$ cat src/rtl/ddr_rd_engine.sv
// ddr_rd_engine: one read descriptor -> AXI4 INCR read bursts -> one AXIS packet.
// Optional build macro DDR_RD_SKID_EN adds a 2-entry skid buffer between R and AXIS.
// Ports: i_clk/i_rst_n (async active-low); i_rd_ddr_* descriptor in,
//   o_rd_ddr_ready idle/accept, o_rd_ddr_cpl done pulse; o_m_axi_ar*/i_m_axi_r*
//   AXI4 read master; o_m_axis_* packet out; o_rd_err sticky response error.
module ddr_rd_engine #(
  parameter int C_M_AXI_ADDR_WIDTH = 32,
  parameter int C_M_AXI_DATA_WIDTH = 64,
  parameter int P_MAX_BURST_LEN    = 16
) (
  input  logic                            i_clk,
  input  logic                            i_rst_n,
  input  logic [C_M_AXI_ADDR_WIDTH-1:0]   i_rd_ddr_addr,
  input  logic [15:0]                     i_rd_ddr_len,
  input  logic [C_M_AXI_DATA_WIDTH/8-1:0] i_rd_ddr_strb,
  input  logic                            i_rd_ddr_valid,
  output logic                            o_rd_ddr_ready,
  output logic                            o_rd_ddr_cpl,
  output logic [C_M_AXI_ADDR_WIDTH-1:0]   o_m_axi_araddr,
  output logic [7:0]                      o_m_axi_arlen,
  output logic [2:0]                      o_m_axi_arsize,
  output logic [1:0]                      o_m_axi_arburst,
  output logic                            o_m_axi_arvalid,
  input  logic                            i_m_axi_arready,
  input  logic [C_M_AXI_DATA_WIDTH-1:0]   i_m_axi_rdata,
  input  logic [1:0]                      i_m_axi_rresp,
  input  logic                            i_m_axi_rlast,
  input  logic                            i_m_axi_rvalid,
  output logic                            o_m_axi_rready,
  output logic [C_M_AXI_DATA_WIDTH-1:0]   o_m_axis_tdata,
  output logic [C_M_AXI_DATA_WIDTH/8-1:0] o_m_axis_tkeep,
  output logic                            o_m_axis_tlast,
  output logic                            o_m_axis_tvalid,
  input  logic                            i_m_axis_tready,
  output logic                            o_rd_err
);

  localparam int AW = C_M_AXI_ADDR_WIDTH;
  localparam int DW = C_M_AXI_DATA_WIDTH;
  localparam int KW = DW / 8;

  typedef enum logic [1:0] {
    S_IDLE,
    S_AR,
    S_DATA,
    S_CPL
  } state_t;

  state_t        state_q, state_d;
  logic [AW-1:0] addr_q;
  logic [15:0]   rem_q;
  logic [15:0]   rem_nx;
  logic [KW-1:0] strb_q;
  logic [8:0]    burst_q;
  logic [8:0]    bcnt_q;
  logic [8:0]    burst_c;
  logic [9:0]    b4k;
  logic          err_q;
  logic          rdy_q;
  logic          accept;
  logic          ar_hs;
  logic          r_hs;
  logic          live;
  logic          fin;
  logic          bad;
  logic          in_data;

  assign in_data = state_q == S_DATA;
  assign accept  = i_rd_ddr_valid & rdy_q;
  assign ar_hs   = o_m_axi_arvalid & i_m_axi_arready;
  assign r_hs    = i_m_axi_rvalid & o_m_axi_rready;
  assign live    = bcnt_q != 9'd0;
  assign fin     = rem_q == 16'd1;
  assign rem_nx  = live ? rem_q - 16'd1 : rem_q;

  // error: non-OKAY response, beat past the burst count, or short burst
  assign bad = (i_m_axi_rresp != 2'b00) | ~live
             | (i_m_axi_rlast & (bcnt_q != 9'd1));

  // beats left before the next 4 KB page (1..512)
  assign b4k = 10'd512 - {1'b0, addr_q[11:3]};

  always_comb begin
    burst_c = (rem_q > 16'(P_MAX_BURST_LEN))
            ? 9'(P_MAX_BURST_LEN) : rem_q[8:0];
    if ({1'b0, burst_c} > b4k) burst_c = b4k[8:0];
  end

  assign o_rd_ddr_ready  = rdy_q;
  assign o_rd_ddr_cpl    = state_q == S_CPL;
  assign o_m_axi_arvalid = state_q == S_AR;
  assign o_m_axi_araddr  = o_m_axi_arvalid ? addr_q : '0;
  assign o_m_axi_arlen   = o_m_axi_arvalid ? 8'(burst_c - 9'd1) : 8'd0;
  assign o_m_axi_arsize  = 3'b011;
  assign o_m_axi_arburst = 2'b01;
  assign o_rd_err        = err_q;

`ifdef DDR_RD_SKID_EN
  logic [DW-1:0] sk_d [2];
  logic [KW-1:0] sk_k [2];
  logic [1:0]    sk_l;
  logic          sk_wr;
  logic          sk_rd;
  logic [1:0]    sk_cnt;
  logic          done_q;
  logic          push;
  logic          pop;

  assign o_m_axi_rready = in_data & ~done_q & (~live | (sk_cnt != 2'd2));
  assign push = r_hs & live;
  assign o_m_axis_tvalid = sk_cnt != 2'd0;
  assign pop = o_m_axis_tvalid & i_m_axis_tready;
  assign o_m_axis_tdata = o_m_axis_tvalid ? sk_d[sk_rd] : '0;
  assign o_m_axis_tkeep = o_m_axis_tvalid ? sk_k[sk_rd] : '0;
  assign o_m_axis_tlast = o_m_axis_tvalid & sk_l[sk_rd];

  always_ff @(posedge i_clk or negedge i_rst_n) begin
    if (!i_rst_n) begin
      sk_d   <= '{default: '0};
      sk_k   <= '{default: '0};
      sk_l   <= 2'b00;
      sk_wr  <= 1'b0;
      sk_rd  <= 1'b0;
      sk_cnt <= 2'd0;
      done_q <= 1'b0;
    end else begin
      if (push) begin
        sk_d[sk_wr] <= i_m_axi_rdata;
        sk_k[sk_wr] <= fin ? strb_q : '1;
        sk_l[sk_wr] <= fin;
        sk_wr       <= ~sk_wr;
      end
      if (pop) sk_rd <= ~sk_rd;
      unique case ({push, pop})
        2'b10:   sk_cnt <= sk_cnt + 2'd1;
        2'b01:   sk_cnt <= sk_cnt - 2'd1;
        default: sk_cnt <= sk_cnt;
      endcase
      if (accept) done_q <= 1'b0;
      else if (r_hs & i_m_axi_rlast & (rem_nx == 16'd0)) done_q <= 1'b1;
    end
  end
`else
  logic tv;

  assign tv = in_data & live & i_m_axi_rvalid;
  assign o_m_axi_rready  = in_data & (live ? i_m_axis_tready : 1'b1);
  assign o_m_axis_tvalid = tv;
  assign o_m_axis_tdata  = tv ? i_m_axi_rdata : '0;
  assign o_m_axis_tkeep  = tv ? (fin ? strb_q : '1) : '0;
  assign o_m_axis_tlast  = tv & fin;
`endif

  always_comb begin
    state_d = state_q;
    unique case (state_q)
      S_IDLE: begin
        if (accept)
          state_d = (i_rd_ddr_len == 16'd0) ? S_CPL : S_AR;
      end
      S_AR: begin
        if (i_m_axi_arready) state_d = S_DATA;
      end
      S_DATA: begin
        if (r_hs & i_m_axi_rlast) begin
          if (rem_nx != 16'd0) state_d = S_AR;
`ifndef DDR_RD_SKID_EN
          else state_d = S_CPL;
`endif
        end
`ifdef DDR_RD_SKID_EN
        if (done_q & (sk_cnt == 2'd0)) state_d = S_CPL;
`endif
      end
      S_CPL:   state_d = S_IDLE;
      default: state_d = S_IDLE;
    endcase
  end

  always_ff @(posedge i_clk or negedge i_rst_n) begin
    if (!i_rst_n) begin
      state_q <= S_IDLE;
      rdy_q   <= 1'b0;
      addr_q  <= '0;
      rem_q   <= 16'd0;
      strb_q  <= '0;
      burst_q <= 9'd0;
      bcnt_q  <= 9'd0;
      err_q   <= 1'b0;
    end else begin
      state_q <= state_d;
      rdy_q   <= state_d == S_IDLE;
      if (accept) begin
        addr_q <= i_rd_ddr_addr;
        rem_q  <= i_rd_ddr_len;
        strb_q <= i_rd_ddr_strb;
      end
      if (ar_hs) begin
        burst_q <= burst_c;
        bcnt_q  <= burst_c;
      end
      if (r_hs) begin
        rem_q <= rem_nx;
        if (live) bcnt_q <= bcnt_q - 9'd1;
        if (bad) err_q <= 1'b1;
        if (i_m_axi_rlast) begin
          bcnt_q <= 9'd0;
          if (rem_nx != 16'd0)
            addr_q <= addr_q + AW'({burst_q, 3'b000});
        end
      end
    end
  end

endmodule

$ cat config.mk
export PLATFORM = sky130hd
export DESIGN_NAME = ddr_rd_engine
export DESIGN_NICKNAME = d
export VERILOG_FILES = /design/src/rtl/ddr_rd_engine.sv
export SDC_FILE = /design/constraint.sdc
export NUM_CORES = 1
export LEC_CHECK = 0
export ABC_AREA = 1
export ABC_CLOCK_PERIOD_IN_PS = 4000
export BUFFER_PORTS_ARGS = -buffer_cell sky130_fd_sc_hd__buf_4
export CORE_ASPECT_RATIO = 2
export CORE_MARGIN = 5
export CORE_UTILIZATION = 42
export CTS_BUF_LIST = sky130_fd_sc_hd__clkbuf_2
export DETAILED_ROUTE_END_ITERATION = 10
export PLACE_DENSITY = 0.67
export SLEW_MARGIN = 25
export SYNTH_ARGS = -nofsm -noshare
export SYNTH_HDL_FRONTEND = slang
export SYNTH_SLANG_ARGS = --single-unit
$ cat constraint.sdc
create_clock -name i_clk -period 4 [get_ports i_clk]
set_input_delay 0.4 -clock i_clk [delete_from_list [all_inputs] [get_ports i_clk]]
set_output_delay 0.4 -clock i_clk [all_outputs]
set_load 0.03 [all_outputs]
* Word-level counts from Yosys, hierarchy flattened
Cells that the tools add are included.
** Storage, ports and cells
- Register bits after elaboration :: 78
- Bits of input ports :: 129
- Output and inout bits :: 124
** Cells by class
- Add/sub/neg operators :: 5
- $lt $le $gt $ge :: 2
- Equality and inequality tests :: 5
- Multiplexer cells :: 25
- Bitwise operators :: 12
- Reductions and logical operators :: 8
** Operators with widths (count)
- 2-to-1 mux 32 bit :: 5
- 2-to-1 mux 64 bit :: 1
- 2-to-1 mux 9 bit :: 6
- 2-to-1 mux 16 bit :: 3
- adder 32 x 12 -> 32 bit :: 1
- 2-to-1 mux 8 bit :: 3
- equality test 16 x 1 -> 1 bit, second input constant :: 1
- greater-than comparator 16 x 5 -> 1 bit, second input constant :: 1
- logical NOT 16 bit :: 1
- nonzero test 16 bit :: 1
- subtractor 16 x 1 -> 16 bit, second input constant :: 1
- greater-than comparator 9 x 10 -> 1 bit :: 1
- 2-to-1 mux 2 bit :: 5
- subtractor 10 x 9 -> 10 bit, first input constant :: 1
- AND 1 bit :: 9
- inequality test 9 x 1 -> 1 bit, second input constant :: 1
- nonzero test 9 bit :: 1
- subtractor 9 x 1 -> 9 bit, second input constant :: 1
- case mux 2 bit (4 select lines) :: 1
- subtractor 8 x 1 -> 8 bit, second input constant :: 1
- equality test 2 bit, second input constant :: 2
- logical NOT 2 bit :: 2
- nonzero test 2 bit :: 2
- equality test 2 x 1 -> 1 bit, second input constant :: 1
- 4 further kinds :: 5

* Depth between registers and ports, before layout
- Depth after elaboration :: 8
- Mapped depth :: 27
- Gate-level depth less buffers :: 27

* Worst setup path after synthesis
Ideal clock, no wire load.
- Path kind :: register to output
- Start :: reg addr_q[4]
- End :: out o_m_axi_arlen[2]
- Data arrival time :: 3.395 ns
- Slack :: 0.205 ns
- Cell stages (with the launch flop) :: 21
- Path buffers :: 0
- Cells stage by stage :: dfrtp_1 -> inv_1 -> ha_1 -> nand3_1 -> nor2_1 -> nand3_1 -> nor2_1 -> xor2_1 -> inv_1 -> ha_1 -> nand3_1 -> nor2_1 -> nand2_1 -> nand2_1 -> clkinv_1 -> nand2_1 -> o21ai_0 -> inv_1 -> ha_1 -> or2_2 -> a21oi_1
** Between the ends
- Word-level cells in the longest chain between the ends :: 5
** Ends and longest elaborated chain
- from (decl) :: line 50 : logic [AW-1:0] addr_q;
- from (signal assigned) :: line 194 : addr_q <= i_rd_ddr_addr;
- from (signal assigned) :: line 209 : addr_q <= addr_q + AW'({burst_q, 3'b000});
- subtractor 10 x 9 -> 10 bit (*) :: line 81 : assign b4k = 10'd512 - {1'b0, addr_q[11:3]};
- greater-than comparator 9 x 10 -> 1 bit :: line 86 : if ({1'b0, burst_c} > b4k) burst_c = b4k[8:0];
- 2-to-1 mux 9 bit (*) :: line 86
- subtractor 8 x 1 -> 8 bit (*) :: line 93 : assign o_m_axi_arlen = o_m_axi_arvalid ? 8'(burst_c - 9'd1) : 8'd0;
- 2-to-1 mux 8 bit (*) :: line 93
- to (decl) :: line 20 : output logic [7:0] o_m_axi_arlen,
Every way passes the cells marked *; elsewhere a longest branch is shown, timed or not.

* Worst setup path after layout
- Start :: reg rem_q[14]
- End :: out o_m_axi_arlen[6]
** Between the ends
- Word-level cells in the longest chain between the ends :: 6
** Ends and longest elaborated chain
- from (decl) :: line 51 : logic [15:0] rem_q;
- from (signal assigned) :: line 195 : rem_q <= i_rd_ddr_len;
- from (signal assigned) :: line 203 : rem_q <= rem_nx;
- greater-than comparator 16 x 5 -> 1 bit (*) :: line 84 : burst_c = (rem_q > 16'(P_MAX_BURST_LEN))
- 2-to-1 mux 9 bit (*) :: line 85 : ? 9'(P_MAX_BURST_LEN) : rem_q[8:0];
- greater-than comparator 9 x 10 -> 1 bit :: line 86
- 2-to-1 mux 9 bit (*) :: line 86
- subtractor 8 x 1 -> 8 bit (*) :: line 93
- 2-to-1 mux 8 bit (*) :: line 93
Marks and branches as above.

==> parameters.txt <==
Parameter                              Value

Timing
  RSZ-0062 raised after global routing ... yes
  Pin slew with the least headroom to its limit ... 0.7116 ns
  Period utilisation layout ... 103.4%
  Number of failing setup endpoints in the final timing report ... 6
  Crit path setup slack, layout ... -0.1345 ns
  Sum Neg Setup Slack ... -0.4725 ns
  Final hold vios ... 0
  Slew Viols, Final ... 0
  Slew margin rel. ... 52.38%
  Shortest period the worst path allows ... 4.134 ns
  Post-Route Skew ... 0.03289 ns
  Max Fclk ... 0.2419 GHz

Placed design
  Post-Place Cell Area ... 8690 µm²
  Count of input and output buffers ... 247
  Detailed placement HPWL ... 21.68 mm
  Worst setup slack before clock tree synthesis ... 0.1748 ns
  Final estimated routing congestion in global placement ... 0.9395

Flow run
  Max-cap violations ... 0

Cells and area
  Final non-filler cell area ... 9314 µm²
  Filler Cells Inserted ... 1634
  Area used by sequential logic in the layout ... 1952 µm²
  Most frequent cells in the layout ... sky130_fd_sc_hd__buf_4, sky130_fd_sc_hd__nand2_1, sky130_fd_sc_hd__nor2_1, sky130_fd_sc_hd__inv_1, sky130_fd_sc_hd__dfrtp_1
  Nets ... 1530
  Core Util, Final ... 59.34%
  Combined area of the multi-input logic cells ... 3958 µm²
  Fraction of final layout cells sized beyond drive strength 1 ... 26.67%
  Leading cell type in the layout, fill and taps excluded ... sky130_fd_sc_hd__buf_4
  Area growth syn-to-layout ... 40.06%

Die
  X dimension of the die ... 98.98 µm
  Standard-cell row count ... 65
  Die outline height ... 188.0 µm
  Core Box Area ... 15700 µm²
  Number of top-level pins ... 253
  Starting utilization of the core area ... 42.37%
  Area of the die ... 18600 µm²

Status
  Violations in the final reports ... negative setup slack
  Outcome ... finished, violations left

Detailed routing
  Via count normalized by instance count ... 5.006
  Detailed-route via count ... 7920
  1st-iter DRT viols ... 342
  Drt total wl ... 27.15 mm
  First-pass detailed-route iteration total ... 7
  Per-cell routed wire length ... 17.16 µm
  # DRC ... 0
  DRT antenna net count ... 0

Power
  Sequential group share of total power ... 22.3%
  Switching fraction of total power ... 55.20%
  Clock group share of total power ... 6.0%
  Combinational power share ... 71.8%
  LEAKAGE ... 0.005269 µW
  Peak VDD IR ... 0.4296 mV
  Total power draw ... 6722 µW
  Int Power ... 3012 µW
  Ratio of total power to cell area ... 721.7 nW/µm²
  Switching component of the power ... 3710 µW

Yosys
  Top_reg_cell synth ... sky130_fd_sc_hd__dfrtp_1
  Share of async-settable or async-resettable flops after synthesis ... 100.0%
  Gate count of the mapped netlist ... 1094
  Post-Synthesis Cell Area ... 6650 µm²
  Part of the Yosys area used for sequential elements ... 29.35%
  Avg Cell Area, Syn ... 6.079 µm²
  Syn. warnings ... 0
  Register bit count reported by yosys ... 78
  Yosys cell types ... 39
  Post-synth EDFFs ... 0

Clock network
  Worst-case clock buffer depth ... 2
  CTS tree ... done
  Clock Pin Slew Worst Setup and Hold Paths ... 0.22 ns
  Number of clock buffers inserted by TritonCTS ... 9
  H-Tree Depth ... 3
  Insertion delay to the later sink of the worst-skew pair ... 0.58 ns
  Root buffer cell ... sky130_fd_sc_hd__clkbuf_2
  Number of sinks driven by the clock tree ... 78

Global route
  Initial antenna violation count ... 1
  Global route total overflow ... 0
  Pin count of the biggest net entering global routing ... 62
  Global-route wire length before repair ... 41.57 mm
  Global routing usage summed across all routing layers ... 28.51%
  Number of global-route vias before repair ... 7949

Worst hold path
  Hold WC Path Type ... input port to flip-flop

Critical path
  Crit path max fanout ... 6
  Kind of end point of the critical path ... primary output
  Arrival time worst endpoint ... 3.73 ns
  Required time of the critical path ... 3.60 ns
  Nature of the critical path startpoint ... flip-flop
  Critical path class ... flip-flop to primary output
state kept, by name, indices dropped and copies added (netlist names):
register        cells
addr_q             32
rem_q              16
bcnt_q              9
burst_q             9
strb_q              8
state_q             2
o_rd_ddr_ready      1
o_rd_err            1
cell usage after synthesis (2+ instances only):
cell type | instances | area share, %
sky130_fd_sc_hd__nand2_1 | 285 | 16
sky130_fd_sc_hd__nor2_1 | 202 | 11
sky130_fd_sc_hd__inv_1 | 180 | 10
sky130_fd_sc_hd__dfrtp_1 | 78 | 29
sky130_fd_sc_hd__nand3_1 | 58 | 4.4
sky130_fd_sc_hd__o21ai_0 | 54 | 4.1
sky130_fd_sc_hd__a21oi_1 | 37 | 2.8
sky130_fd_sc_hd__xor2_1 | 34 | 4.5
sky130_fd_sc_hd__ha_1 | 25 | 4.7
sky130_fd_sc_hd__clkbuf_1 | 22 | 1.2
sky130_fd_sc_hd__nor3_1 | 20 | 1.5
sky130_fd_sc_hd__a31oi_1 | 10 | 0.94
sky130_fd_sc_hd__o21ai_1 | 9 | 0.68
sky130_fd_sc_hd__inv_2 | 8 | 0.45
sky130_fd_sc_hd__buf_4 | 7 | 0.79
sky130_fd_sc_hd__nand4_1 | 6 | 0.56
sky130_fd_sc_hd__nor4_1 | 6 | 0.56
sky130_fd_sc_hd__o221ai_1 | 6 | 0.79
sky130_fd_sc_hd__buf_2 | 5 | 0.38
sky130_fd_sc_hd__o22ai_1 | 5 | 0.47
sky130_fd_sc_hd__buf_1 | 4 | 0.23
sky130_fd_sc_hd__buf_6 | 4 | 0.68
sky130_fd_sc_hd__or2_2 | 4 | 0.38
sky130_fd_sc_hd__o211ai_1 | 3 | 0.34
sky130_fd_sc_hd__xnor2_1 | 3 | 0.40
sky130_fd_sc_hd__a221oi_1 | 2 | 0.26
sky130_fd_sc_hd__clkinv_1 | 2 | 0.11
sky130_fd_sc_hd__conb_1 | 2 | 0.11
sky130_fd_sc_hd__nor2_2 | 2 | 0.19
sky130_fd_sc_hd__o21ai_2 | 2 | 0.26
stage by stage:
stage,hold WS (ns),std cells
floorplan,0.1044,1101
global placement,0.4551,1520
detailed placement,0.3753,1521
CTS,0.01033,1572
global route,0.006725,1582
finish,0.03267,1582
metal layers:
metal	track usage [%]	routed length (µm)	vias to the layer above	part of all wire [%]
li1	-	-	3923	-
met1	30.24	9477	3620	35
met2	52.41	14540	294	54
met3	4.021	1560	83	5.7
met4	16.15	1573	0	5.8
met5	0	0	-	0
kinds of logic (layout without fill, tap and decap cells):
| logic type | Yosys count | after routing | share of synthesized area [%] |
|---|---|---|---|
| AO/OA/AOI/OAI | 131 | 131 | 10.93 |
| flip-flops | 78 | 78 | 29.35 |
| AND/OR/NAND/NOR | 588 | 588 | 35.69 |
| buffers and inverters | 232 | 511 | 14.04 |
| adder cells (fa/ha/maj) | 26 | 26 | 5.005 |
| XOR/XNOR | 37 | 37 | 4.873 |
| other | 2 | 10 | 0.1129 |
critical path: stages, from the launching register on:
cell and delay (ns):
sky130_fd_sc_hd__dfrtp_1 0.45, sky130_fd_sc_hd__nor2_2 0.16, sky130_fd_sc_hd__nand3_1 0.11, sky130_fd_sc_hd__nor2_2 0.14, sky130_fd_sc_hd__nand4_1 0.27, sky130_fd_sc_hd__nor2_2 0.21
sky130_fd_sc_hd__ha_1 0.26, sky130_fd_sc_hd__nand2_1 0.09, sky130_fd_sc_hd__nor2_2 0.05, sky130_fd_sc_hd__nand2_1 0.05, sky130_fd_sc_hd__nand3_1 0.07, sky130_fd_sc_hd__nand2_1 0.08
sky130_fd_sc_hd__nand2_1 0.05, sky130_fd_sc_hd__nand2_1 0.08, sky130_fd_sc_hd__nand2_2 0.08, sky130_fd_sc_hd__nand2_4 0.13, sky130_fd_sc_hd__nand2_4 0.06, sky130_fd_sc_hd__o21ai_4 0.07
sky130_fd_sc_hd__inv_2 0.06, sky130_fd_sc_hd__ha_4 0.17, sky130_fd_sc_hd__nand2_4 0.08, sky130_fd_sc_hd__nor2_4 0.05, sky130_fd_sc_hd__nand3_2 0.05, sky130_fd_sc_hd__nand2_1 0.05
sky130_fd_sc_hd__nor2_1 0.13, sky130_fd_sc_hd__buf_4 0.17
final cells by class:
cell class / instances / area share (%)
Multi-Input combinational cell: 791 / 42.49
Clock buffer: 11 / 0.5911
Inverter: 190 / 7.657
Timing Repair Buffer: 305 / 25.19
Antenna cell: 1 / 0.02687
Tap cell: 201 / 2.700
Sequential cell: 78 / 20.96
Clock inverter: 5 / 0.3896
power by group through the flow:
stage          combinational [µW]  sequential, µW  clock [µW]
2_1_floorplan                2940            1430           0
3_3_place_gp                 4250            1510           0
3_5_place_dp                 4290            1510           0
4_1_cts                      4620            1490         404
5_1_grt                      5310            1550         437
6_report                     4820            1500         400
path summary, 6_finish.rpt:
path                                       startpoint  slack [ns]  depth (start not counted)                    end
max in group asynchronous                     i_rst_n        3.08                          3    bcnt_q[5]$_DFF_PN0_
worst max-delay path            rem_q[14]$_DFFE_PN0P_       -0.13                         25       o_m_axi_arlen[6]
min in group asynchronous                     i_rst_n        0.27                          2   addr_q[27]$_DFF_PN0_
worst max register to register    bcnt_q[0]$_DFF_PN0_        0.80                         17  addr_q[0]$_DFFE_PN0P_
worst min-delay path                    i_m_axi_rlast        0.03                          2    bcnt_q[8]$_DFF_PN0_
worst min register to register   o_rd_err$_DFFE_PN0P_        0.50                          1   o_rd_err$_DFFE_PN0P_
timing repair:
item	4_1_cts	5_1_grt
buffers inserted	25	9
pin swaps	28	19
gates resized for setup	33	20
hold endpoints to repair	39	0
endpoints found under the setup margin	8	8
hold buffers	10	0
No activity file was read; power rests on OpenSTA's default activity.
